--- config.mk ---
export PLATFORM = sky130hd
export DESIGN_NAME = uart_rx_fifo_flat
export DESIGN_NICKNAME = d
export VERILOG_FILES = /design/src/rtl/uart_pkg.sv /design/src/rtl/uart_rx_fifo_if.sv /design/src/rtl/uart_rx_fifo_byte_fifo.sv /design/src/rtl/uart_rx_fifo.sv /design/src/flat_wrapper.sv
export SDC_FILE = /design/constraint.sdc
export NUM_CORES = 1
export LEC_CHECK = 0
export CORE_AREA = 2 2 92 94
export CTS_CLUSTER_SIZE = 40
export DETAILED_ROUTE_END_ITERATION = 10
export DIE_AREA = 0 0 94 96
export HOLD_SLACK_MARGIN = 0.12
export PLACE_DENSITY = 0.65
export SLEW_MARGIN = 10
export SYNTH_ARGS = -nofsm -noshare
export SYNTH_HDL_FRONTEND = slang
export SYNTH_SLANG_ARGS = --single-unit
--- constraint.sdc ---
create_clock -name clk -period 2.56 [get_ports clk]
set_input_delay 0.512 -clock clk [delete_from_list [all_inputs] [get_ports clk]]
set_output_delay 0.512 -clock clk [all_outputs]
set_load 0.005 [all_outputs]
--- src/rtl/uart_pkg.sv ---
// Shared UART definitions: receiver FSM states, oversampling ratio and the
// default clock/baud constants used by both the transmit and receive paths.
package uart_pkg;

    localparam int OVERSAMPLE  = 16;
    localparam int CLKFREQ_DEF = 100_000_000;
    localparam int BAUD_DEF    = 115_200;

    typedef enum logic [2:0] {
        IDLE,
        START,
        DATA,
        PARITY,
        STOP,
        WAIT_HIGH
    } rx_state_e;

    // Clocks per oversampling tick (truncating division).
    function automatic int tick_div(int clkfreq, int baud);
        return clkfreq / (baud * OVERSAMPLE);
    endfunction

endpackage

--- src/rtl/uart_rx_fifo_if.sv ---
// Consumer-side interface of the buffered UART receiver: byte stream with
// valid/ready handshake, FIFO occupancy and the error pulses.
interface uart_rx_fifo_if #(
    parameter int DEPTH = 4
) ();

    localparam int CW = $clog2(DEPTH) + 1;

    logic [7:0]    dout_o;
    logic          valid_o;
    logic          ready_i;
    logic [CW-1:0] count_o;
    logic          frame_err_o;
    logic          overrun_o;

    modport master (
        output dout_o, valid_o, count_o, frame_err_o, overrun_o,
        input  ready_i
    );

    modport slave (
        input  dout_o, valid_o, count_o, frame_err_o, overrun_o,
        output ready_i
    );

endinterface

--- src/rtl/uart_rx_fifo_byte_fifo.sv ---
// Small synchronous byte FIFO. A push while full is accepted only when a pop
// frees the slot on the same edge; a pop while empty is ignored.
module byte_fifo #(
    parameter int DEPTH = 4
) (
    input  logic                   clk,
    input  logic                   rst,
    input  logic                   push_i,
    input  logic [7:0]             din_i,
    input  logic                   pop_i,
    output logic [7:0]             dout_o,
    output logic                   full_o,
    output logic                   empty_o,
    output logic [$clog2(DEPTH):0] count_o
);

    localparam int AW = $clog2(DEPTH);
    localparam int CW = AW + 1;

    logic [7:0]    mem_q [DEPTH];
    logic [AW-1:0] wr_q, rd_q;
    logic [CW-1:0] cnt_q;
    logic          do_push, do_pop;

    assign full_o  = (cnt_q == CW'(DEPTH));
    assign empty_o = (cnt_q == '0);
    assign do_pop  = pop_i && !empty_o;
    assign do_push = push_i && (!full_o || do_pop);
    assign dout_o  = mem_q[rd_q];
    assign count_o = cnt_q;

    // Storage, pointers (wrap modulo DEPTH) and occupancy.
    always_ff @(posedge clk) begin
        if (rst) begin
            wr_q  <= '0;
            rd_q  <= '0;
            cnt_q <= '0;
            for (int i = 0; i < DEPTH; i++) mem_q[i] <= '0;
        end else begin
            if (do_push) begin
                mem_q[wr_q] <= din_i;
                wr_q        <= wr_q + AW'(1);
            end
            if (do_pop) rd_q <= rd_q + AW'(1);
            cnt_q <= cnt_q + CW'(do_push) - CW'(do_pop);
        end
    end

endmodule

--- src/rtl/uart_rx_fifo.sv ---
// Buffered 16x-oversampling UART receiver (8 data bits, 1 or 2 stop bits)
// feeding a byte FIFO with a valid/ready output.
// Optional build macro UART_RX_PARITY_EN adds an even-parity bit between the
// data and stop bits; a parity mismatch discards the byte as a frame error.
module uart_rx_fifo
    import uart_pkg::*;
#(
    parameter int clkfreq  = CLKFREQ_DEF,
    parameter int baudrate = BAUD_DEF,
    parameter int stopbit  = 2,
    parameter int DEPTH    = 4
) (
    input  logic           clk,
    input  logic           rst,
    input  logic           rx_i,
    uart_rx_fifo_if.master bus
);

    localparam int DIV = tick_div(clkfreq, baudrate);
    localparam int DW  = (DIV > 1) ? $clog2(DIV) : 1;

    logic          sync1_q, sync2_q, rx_s;
    rx_state_e     state_q, state_d;
    logic [DW-1:0] div_q, div_d;
    logic [3:0]    tck_q, tck_d;
    logic [2:0]    bit_q, bit_d;
    logic [7:0]    sh_q, sh_d;
    logic          push_q, push_d;
    logic          ferr_q, ferr_d;
    logic          ovr_q, ovr_d;
`ifdef UART_RX_PARITY_EN
    logic          par_bad_q, par_bad_d;
`endif
    logic          tick, mid_bit, pop, full, empty;

    assign rx_s    = sync2_q;
    assign tick    = (div_q == DW'(DIV - 1));
    // Bit-centre sample: 16 ticks after the previous one.
    assign mid_bit = tick && (tck_q == 4'd15);
    assign pop     = bus.valid_o && bus.ready_i;

    // Next-state logic: divider, tick counter, bit sequencing and push/error.
    always_comb begin
        state_d = state_q;
        div_d   = tick ? '0 : div_q + DW'(1);
        tck_d   = tick ? tck_q + 4'd1 : tck_q;
        bit_d   = bit_q;
        sh_d    = sh_q;
        push_d  = 1'b0;
        ferr_d  = 1'b0;
`ifdef UART_RX_PARITY_EN
        par_bad_d = par_bad_q;
`endif
        case (state_q)
            IDLE: begin
                // Holding the divider at zero restarts it on the start edge.
                div_d = '0;
                tck_d = '0;
                bit_d = '0;
`ifdef UART_RX_PARITY_EN
                par_bad_d = 1'b0;
`endif
                if (!rx_s) state_d = START;
            end
            START: begin
                if (tick && tck_q == 4'd7) begin
                    tck_d   = '0;
                    state_d = rx_s ? IDLE : DATA;
                end
            end
            DATA: begin
                if (mid_bit) begin
                    sh_d  = {rx_s, sh_q[7:1]};
                    bit_d = bit_q + 3'd1;
                    if (bit_q == 3'd7) begin
                        bit_d = '0;
`ifdef UART_RX_PARITY_EN
                        state_d = PARITY;
`else
                        state_d = STOP;
`endif
                    end
                end
            end
`ifdef UART_RX_PARITY_EN
            PARITY: begin
                if (mid_bit) begin
                    par_bad_d = rx_s ^ (^sh_q);
                    state_d   = STOP;
                end
            end
`endif
            STOP: begin
                if (mid_bit) begin
                    bit_d = bit_q + 3'd1;
                    if (!rx_s) begin
                        ferr_d  = 1'b1;
                        state_d = WAIT_HIGH;
                    end else if (bit_q == 3'(stopbit - 1)) begin
                        state_d = IDLE;
`ifdef UART_RX_PARITY_EN
                        ferr_d  = par_bad_q;
                        push_d  = !par_bad_q;
`else
                        push_d  = 1'b1;
`endif
                    end
                end
            end
            WAIT_HIGH: begin
                if (rx_s) state_d = IDLE;
            end
            default: state_d = IDLE;
        endcase
    end

    // Overrun: a good byte arrives while full and nothing leaves this cycle.
    assign ovr_d = push_q && full && !pop;

    // Synchronizer, FSM and pulse registers.
    always_ff @(posedge clk) begin
        if (rst) begin
            sync1_q <= 1'b1;
            sync2_q <= 1'b1;
            state_q <= IDLE;
            div_q   <= '0;
            tck_q   <= '0;
            bit_q   <= '0;
            sh_q    <= '0;
            push_q  <= 1'b0;
            ferr_q  <= 1'b0;
            ovr_q   <= 1'b0;
`ifdef UART_RX_PARITY_EN
            par_bad_q <= 1'b0;
`endif
        end else begin
            sync1_q <= rx_i;
            sync2_q <= sync1_q;
            state_q <= state_d;
            div_q   <= div_d;
            tck_q   <= tck_d;
            bit_q   <= bit_d;
            sh_q    <= sh_d;
            push_q  <= push_d;
            ferr_q  <= ferr_d;
            ovr_q   <= ovr_d;
`ifdef UART_RX_PARITY_EN
            par_bad_q <= par_bad_d;
`endif
        end
    end

    // The shift register is stable until the next frame's data bits, so it
    // doubles as the push data one clock after the last stop sample.
    byte_fifo #(.DEPTH(DEPTH)) u_fifo (
        .clk     (clk),
        .rst     (rst),
        .push_i  (push_q),
        .din_i   (sh_q),
        .pop_i   (pop),
        .dout_o  (bus.dout_o),
        .full_o  (full),
        .empty_o (empty),
        .count_o (bus.count_o)
    );

    assign bus.valid_o     = !empty;
    assign bus.frame_err_o = ferr_q;
    assign bus.overrun_o   = ovr_q;

endmodule

--- src/flat_wrapper.sv ---
// flat-port wrapper written by rule: the top's interface ports become plain ports
module uart_rx_fifo_flat import uart_pkg::*;
#(
    parameter int clkfreq  = CLKFREQ_DEF,
    parameter int baudrate = BAUD_DEF,
    parameter int stopbit  = 2,
    parameter int DEPTH    = 4
)
  (clk, rst, rx_i, bus_dout_o, bus_valid_o, bus_count_o, bus_frame_err_o, bus_overrun_o, bus_ready_i);
  uart_rx_fifo_if #(.DEPTH(DEPTH)) bus_i ();
  input  logic clk;
  input  logic rst;
  input  logic rx_i;
  output wire logic [$bits(bus_i.dout_o)-1:0] bus_dout_o;
  output wire logic [$bits(bus_i.valid_o)-1:0] bus_valid_o;
  output wire logic [$bits(bus_i.count_o)-1:0] bus_count_o;
  output wire logic [$bits(bus_i.frame_err_o)-1:0] bus_frame_err_o;
  output wire logic [$bits(bus_i.overrun_o)-1:0] bus_overrun_o;
  input wire logic [$bits(bus_i.ready_i)-1:0] bus_ready_i;
  assign bus_dout_o = bus_i.dout_o;
  assign bus_valid_o = bus_i.valid_o;
  assign bus_count_o = bus_i.count_o;
  assign bus_frame_err_o = bus_i.frame_err_o;
  assign bus_overrun_o = bus_i.overrun_o;
  assign bus_i.ready_i = bus_ready_i;
  uart_rx_fifo #(.clkfreq(clkfreq), .baudrate(baudrate), .stopbit(stopbit), .DEPTH(DEPTH)) u_core (.clk(clk), .rst(rst), .rx_i(rx_i), .bus(bus_i));
endmodule
## Word level (Yosys, flattened, before mapping)

Memories as Yosys holds them, arrays and structs flattened. A register that Yosys moved wholly into a read port is not among the register bits.
Index checks and enable logic that the tools add are counted.
Widths: inputs -> output; s select.

| word-level totals | value |
|---|---|
| flip-flop bits (word level) | 36 |
| memory bits (writable) | 32 |
| input bits | 4 |
| output and inout port bits | 14 |
| memories | 1 |

| operators by class | value |
|---|---|
| add/subtract/negate cells | 7 |
| equality and inequality tests | 17 |
| muxes and demuxes | 29 |
| bitwise operators | 3 |
| reduce and logical (&&, ||, !) cells | 21 |

Memory list:

| name | words | bits a word | rd ports | clocked after Yosys merged registers in | write ports | RTL line | RTL |
|---|---|---|---|---|---|---|---|
| u_core.u_fifo.mem_q | 4 | 8 | 1 | 1 | 4 | uart_rx_fifo_byte_fifo.sv:20 | `logic [7:0] mem_q [DEPTH];` |

Operator list:

| kind | count |
|---|---|
| $mux 3 | 11 |
| $pmux 3 s5 | 1 |
| $eq 3x3->1 const B | 4 |
| $ne 2x1->1 const B | 5 |
| $pmux 3 s3 | 1 |
| $mux 1 | 8 |
| $mux 2 | 4 |
| $mux 4 | 2 |
| $mux 8 | 1 |
| $pmux 4 s2 | 1 |
| $reduce_or 8->1 | 1 |
| $logic_and 1x1->1 | 7 |
| $reduce_and 7->1 | 1 |
| $add 6x1->6 const B | 1 |
| $eq 3x1->1 const B | 2 |
| $eq 6x6->1 const B | 1 |
| $logic_not 3->1 | 2 |
| $reduce_or 3->1 | 2 |
| $add 2x1->2 const B | 2 |
| $add 4x1->4 const B | 1 |
| $eq 4x3->1 const B | 1 |
| $eq 4x4->1 const B | 1 |
| $reduce_or 4->1 | 1 |
| $add 3x1->3 | 1 |
| 11 further kinds | 15 |

## Depth between registers and ports, before layout

| logic depth | value |
|---|---|
| word-level depth | 11 |
| depth in mapped cells | 10 |
| depth with buffers taken out | 10 |

## Hierarchy

Synthesis repeated with hierarchy kept, for this count alone.

| unflattened totals | value |
|---|---|
| cells, all modules | 278 |
| area, all modules | 3276.9 µm² |

By module, submodules not included:

| module | instances | cells each | area each (µm²) | seq. area each (µm²) |
|---|---|---|---|---|
| byte_fifo | 1 | 125 | 1845.5 | 1141.1 |
| uart_rx_fifo | 1 | 153 | 1431.4 | 580.6 |

## Worst setup path before layout

OpenSTA, ideal clock, no wires.

| timing path | value |
|---|---|
| path kind | input to register |
| from | input port bus_ready_i |
| to | register u_core.u_fifo.cnt_q[2], in the netlist u_core.u_fifo.count_o[2] |
| setup time | 0.128 ns |
| arrival time | 2.342 ns |
| data required time | 2.432 ns |
| slack | 0.091 ns |
| stages on the path | 10 |
| buffers on the path | 0 |
| path through | or4b_4 -> nand2_1 -> ha_1 -> inv_1 -> ha_1 -> inv_1 -> fa_1 -> xor2_1 -> xnor2_1 -> nor2_1 |

| between the ends | value |
|---|---|
| longest elaborated chain between the ends | 6 |

Ends and longest elaborated chain:

| item | RTL line | RTL |
|---|---|---|
| start: declaration | flat_wrapper.sv:19 | `input wire logic [$bits(bus_i.ready_i)-1:0] bus_ready_i;` |
| $logic_and 1x1->1 * | uart_rx_fifo.sv:40 | `assign pop = bus.valid_o && bus.ready_i;` |
| $logic_and 1x1->1 * | uart_rx_fifo_byte_fifo.sv:27 | `assign do_pop = pop_i && !empty_o;` |
| $logic_or 1x1->1 | uart_rx_fifo_byte_fifo.sv:28 | `assign do_push = push_i && (!full_o \|\| do_pop);` |
| $logic_and 1x1->1 | uart_rx_fifo_byte_fifo.sv:28 |  |
| $add 3x1->3 | uart_rx_fifo_byte_fifo.sv:45 | `cnt_q <= cnt_q + CW'(do_push) - CW'(do_pop);` |
| $sub 3x1->3 * | uart_rx_fifo_byte_fifo.sv:45 |  |
| end signal: assignment | uart_rx_fifo_byte_fifo.sv:45 |  |
| end: declaration | uart_rx_fifo_byte_fifo.sv:22 | `logic [CW-1:0] cnt_q;` |

Mark *: on every way between the ends. The rest lies on a longest branch, timed or not.
A chain may end at the register's enable or synchronous reset.

==> reports/qor.csv <==
stage;metric;value;unit
synthesis;Yosys top cell area share;30.45;%
synthesis;Synth top cells by count;nor2_1 (44), dfxtp_1 (38), edfxtp_1 (32);
layout;fraction of layout cells with a size suffix above 1;16.83;%
synthesis;Area contributors post-synth;edfxtp_1 (30%), dfxtp_1 (24%), mux4_2 (5.7%), nor2_1 (5.2%), ha_1 (3.2%);
worst_hold_path;hold path startpoint;u_core.sync1_q;
timing;Worst Slack Setup Final;0.2036;ns
timing;max-slew violations;0;
synthesis;Seq cells post-synth;70;
global_routing;global-route wire length before repair;9.170;mm
power;Peak supply drop;0.3455;mV
synthesis;post-synthesis sequential area ratio;54.56;%
clocking;Worst-path clk slew;0.07;ns
synthesis;Synth Area in Simple Gates;19.98;%
worst_setup_path;crit path kind;reg2out;
timing;FMAX;424.4;MHz
run_status;status;complete, no violations;
synthesis;Ys Warns;0;
clocking;CTS buffer count;9;
place;area post-placement;0.003456;sq mm
worst_setup_path;crit end category;output pin;
synthesis;Syn Area/Cell;11.56;sq um
power;Net Sw Frac;25.94;%
synthesis;Syn Nets;286;
worst_setup_path;Worst setup SP type;register;
global_routing;initial antenna violation count;0;
synthesis;Cells after Synth;273;
synthesis;EDFF count, synth;32;
power;clock network power share;28.7;%
layout;Layout fillers;755;
timing;final setup violation count;0;
clocking;Clock Sinks;70;
clocking;CTS H-tree depth;3;
worst_setup_path;CP peak stage delay;0.53;ns
routing;DRT antenna net count;0;
routing;DRT iter0 DRCs;92;
clocking;post-CTS sizing;0;
place;number of port buffers;17;
clocking;clock latency on the worst-skew pair;0.34;ns
worst_hold_path;WHS Path Cells;1;
routing;Pre-antenna DRT Iters;4;
flow_run;max_cap viols;0;
clocking;Post-CTS Setup Bufs;0;
die;die width;94;um
clocking;Root Driver;clkbuf_8;
synthesis;Post-Syn Area;0.003156;sq mm
routing;Avg WL per Cell;13.06;um
synthesis;Adder-Cell Fraction of Synth Area;3.807;%
synthesis;Synth Area in Compound Gates;4.639;%
synthesis;largest family of logic cells by synthesized area;simple AND/OR/NAND/NOR gates;
global_routing;vias in the first global route;1951;
routing;total wire length;5.327;mm
worst_hold_path;hold crit path type;reg2reg;
die;Core Box Area;0.008051;sq mm
timing;Worst-Margin Slew;0.7152;ns
routing;vias per cell;4.843;
power;Logic pwr share;21.6;%
synthesis;post-synthesis mux area share;8.921;%
worst_setup_path;Worst Path Max Fanout;8;
worst_setup_path;Crit-path slowest cell;mux4_2;
layout;final instance area;0.003637;sq mm
worst_setup_path;R2R setup slack;0.21;ns
timing;min Tclk post-route;2.356;ns
power;static leakage;1.325;nW
place;Setup Slack @ Placement;-0.3342;ns
power;Power Dens Cells;717.5;mW/mm^2
timing;TNS Setup;0;ns
layout;Final #Nets;311;
layout;Layout area overhead;15.27;%
die;die area;0.009024;sq mm
timing;Slew HR;51.96;%
worst_setup_path;CP Cell Sequence;buf_4 > mux4_2 > clkdlybuf4s50_1;
clocking;CTS Hold Bufs;0;
synthesis;ys async rst share;0;%
global_routing;GR Overflow Total;0;
place;Final HPWL DP;3.751;mm
global_routing;largest net degree at the start of global routing;20;
worst_setup_path;RR Endpoint;u_core.u_fifo.count_o[2];
synthesis;Synth Flop Type;dfxtp_1;
power;net switching power figure;0.6769;mW
synthesis;most frequent cell after synthesis;nor2_1;
die;Starting Density;39.19;%
die;Ports;18;
layout;Register Area;0.001722;sq mm
synthesis;XOR/XNOR Fraction of Synth Area;3.886;%
power;Int Power;1.933;mW
worst_setup_path;WP data required;2.05;ns
timing;period utilization;92.05;%
die;row count;33;
power;sequential share of power;49.8;%
layout;Multi-input gate area;0.001314;sq mm
clocking;CTS tree;yes;
layout;diodes inserted;0;
timing;final hold vios;0;
routing;via count;1976;
timing;RSZ-0062 raised after global routing;no;
routing;# DRC;0;
synthesis;dominant cell type by area after synthesis;edfxtp_1;
worst_setup_path;Worst Reg-to-Reg Cells;10;
worst_hold_path;Hold Path Sink;u_core.rx_s;
die;die span in y;96;um
worst_setup_path;Arrival @ worst endpoint;1.84;ns
clocking;CTS max path bufs;2;
timing;Layout Skew;0.006036;ns
synthesis;Synth cell types;54;
worst_setup_path;FF-to-FF Start;u_core.u_fifo.count_o[2];
place;Placer Congestion;0.6865;
global_routing;GRT Util Overall;13.38;%
layout make-up:
| type | count | area share, % |
|---|---|---|
| clock inverter | 6 | 1.066 |
| timing repair buffer | 27 | 6.811 |
| tap | 105 | 3.612 |
| inverter | 15 | 1.548 |
| multi-input combinational | 175 | 36.12 |
| sequential | 70 | 47.33 |
| clock buffer | 10 | 3.509 |
worst max path at each step:
stage	slack (ns)	end
final	0.20	bus_dout_o[4]
after CTS	0.03	u_core.u_fifo.count_o[2]
after floorplan	0.09	u_core.u_fifo.count_o[2]
after detailed placement	-0.33	u_core.u_fifo.count_o[2]
after global placement	-0.28	u_core.u_fifo.count_o[2]
after global routing	0.09	u_core.u_fifo.count_o[2]
power by group through the flow:
stage	Clock (mW)	Combinational, mW	Sequential, mW
after floorplan	0	0.331	1.31
after global placement	0	0.543	1.32
after detailed placement	0	0.551	1.33
final	0.748	0.562	1.30
after CTS	0.775	0.552	1.30
after global routing	0.826	0.629	1.31
kinds of logic (layout without fill, tap and decap cells):
kind of cell / Yosys count / after routing
AO/OA/AOI/OAI: 20 / 20
flip-flops: 70 / 70
AND/OR/NAND/NOR: 114 / 114
multiplexers: 18 / 18
buffers and inverters: 28 / 58
XOR/XNOR: 14 / 14
adder cells (fa/ha/maj): 9 / 9
critical path: cells and delay by family, from the launching register on:
kind,cells,cell delay (ns)
buf+inv,2,0.66
mux,1,0.53
flops,1,0.32
metrics by stage:
stage / util [%] / total power [mW] / cells / hold slack (ns)
floorplan: - / 1.636 / 273 / 0.3895
finish: 45.17 / 2.610 / 408 / 0.4138
detailed placement: 42.92 / 1.877 / 392 / 0.3974
CTS: 44.99 / 2.628 / 408 / 0.4147
global route: 45.17 / 2.766 / 408 / 0.4174
global placement: 42.92 / 1.865 / 392 / 0.3923
layout by cell type (no fill, tap or decap), types with 6 or more instances in the layout:
cell type,count
xor2_1,8
nand2_1,11
clkbuf_8,9
nor2_1,44
mux4_2,8
nor3_1,7
buf_4,10
inv_1,15
nand3_1,6
edfxtp_1,32
mux2i_1,9
dfxtp_1,38
ha_1,8
clkdlybuf4s50_1,16
nand2b_1,8
and2_2,6
flip-flops by register name (all words and copies together) (netlist names), named ones only:
| register | cells |
|---|---|
| u_core.bit_q | 3 |
| u_core.bus.frame_err_o | 1 |
| u_core.bus.overrun_o | 1 |
| u_core.div_q | 6 |
| u_core.push_q | 1 |
| u_core.rx_s | 1 |
| u_core.sh_q | 8 |
| u_core.state_q | 3 |
| u_core.sync1_q | 1 |
| u_core.tck_q | 4 |
| u_core.u_fifo.count_o | 3 |
| u_core.u_fifo.mem_q | 32 |
| u_core.u_fifo.rd_q | 2 |
| u_core.u_fifo.wr_q | 2 |
metal layers:
layer	wire, um	global-route usage (%)	share of wire, %
met4	44	3.261	0.83
met1	2519	16.16	47
met5	0	0	0
met2	2564	22.14	48
met3	198	5.873	3.7
(Power assumes the default switching activity.)
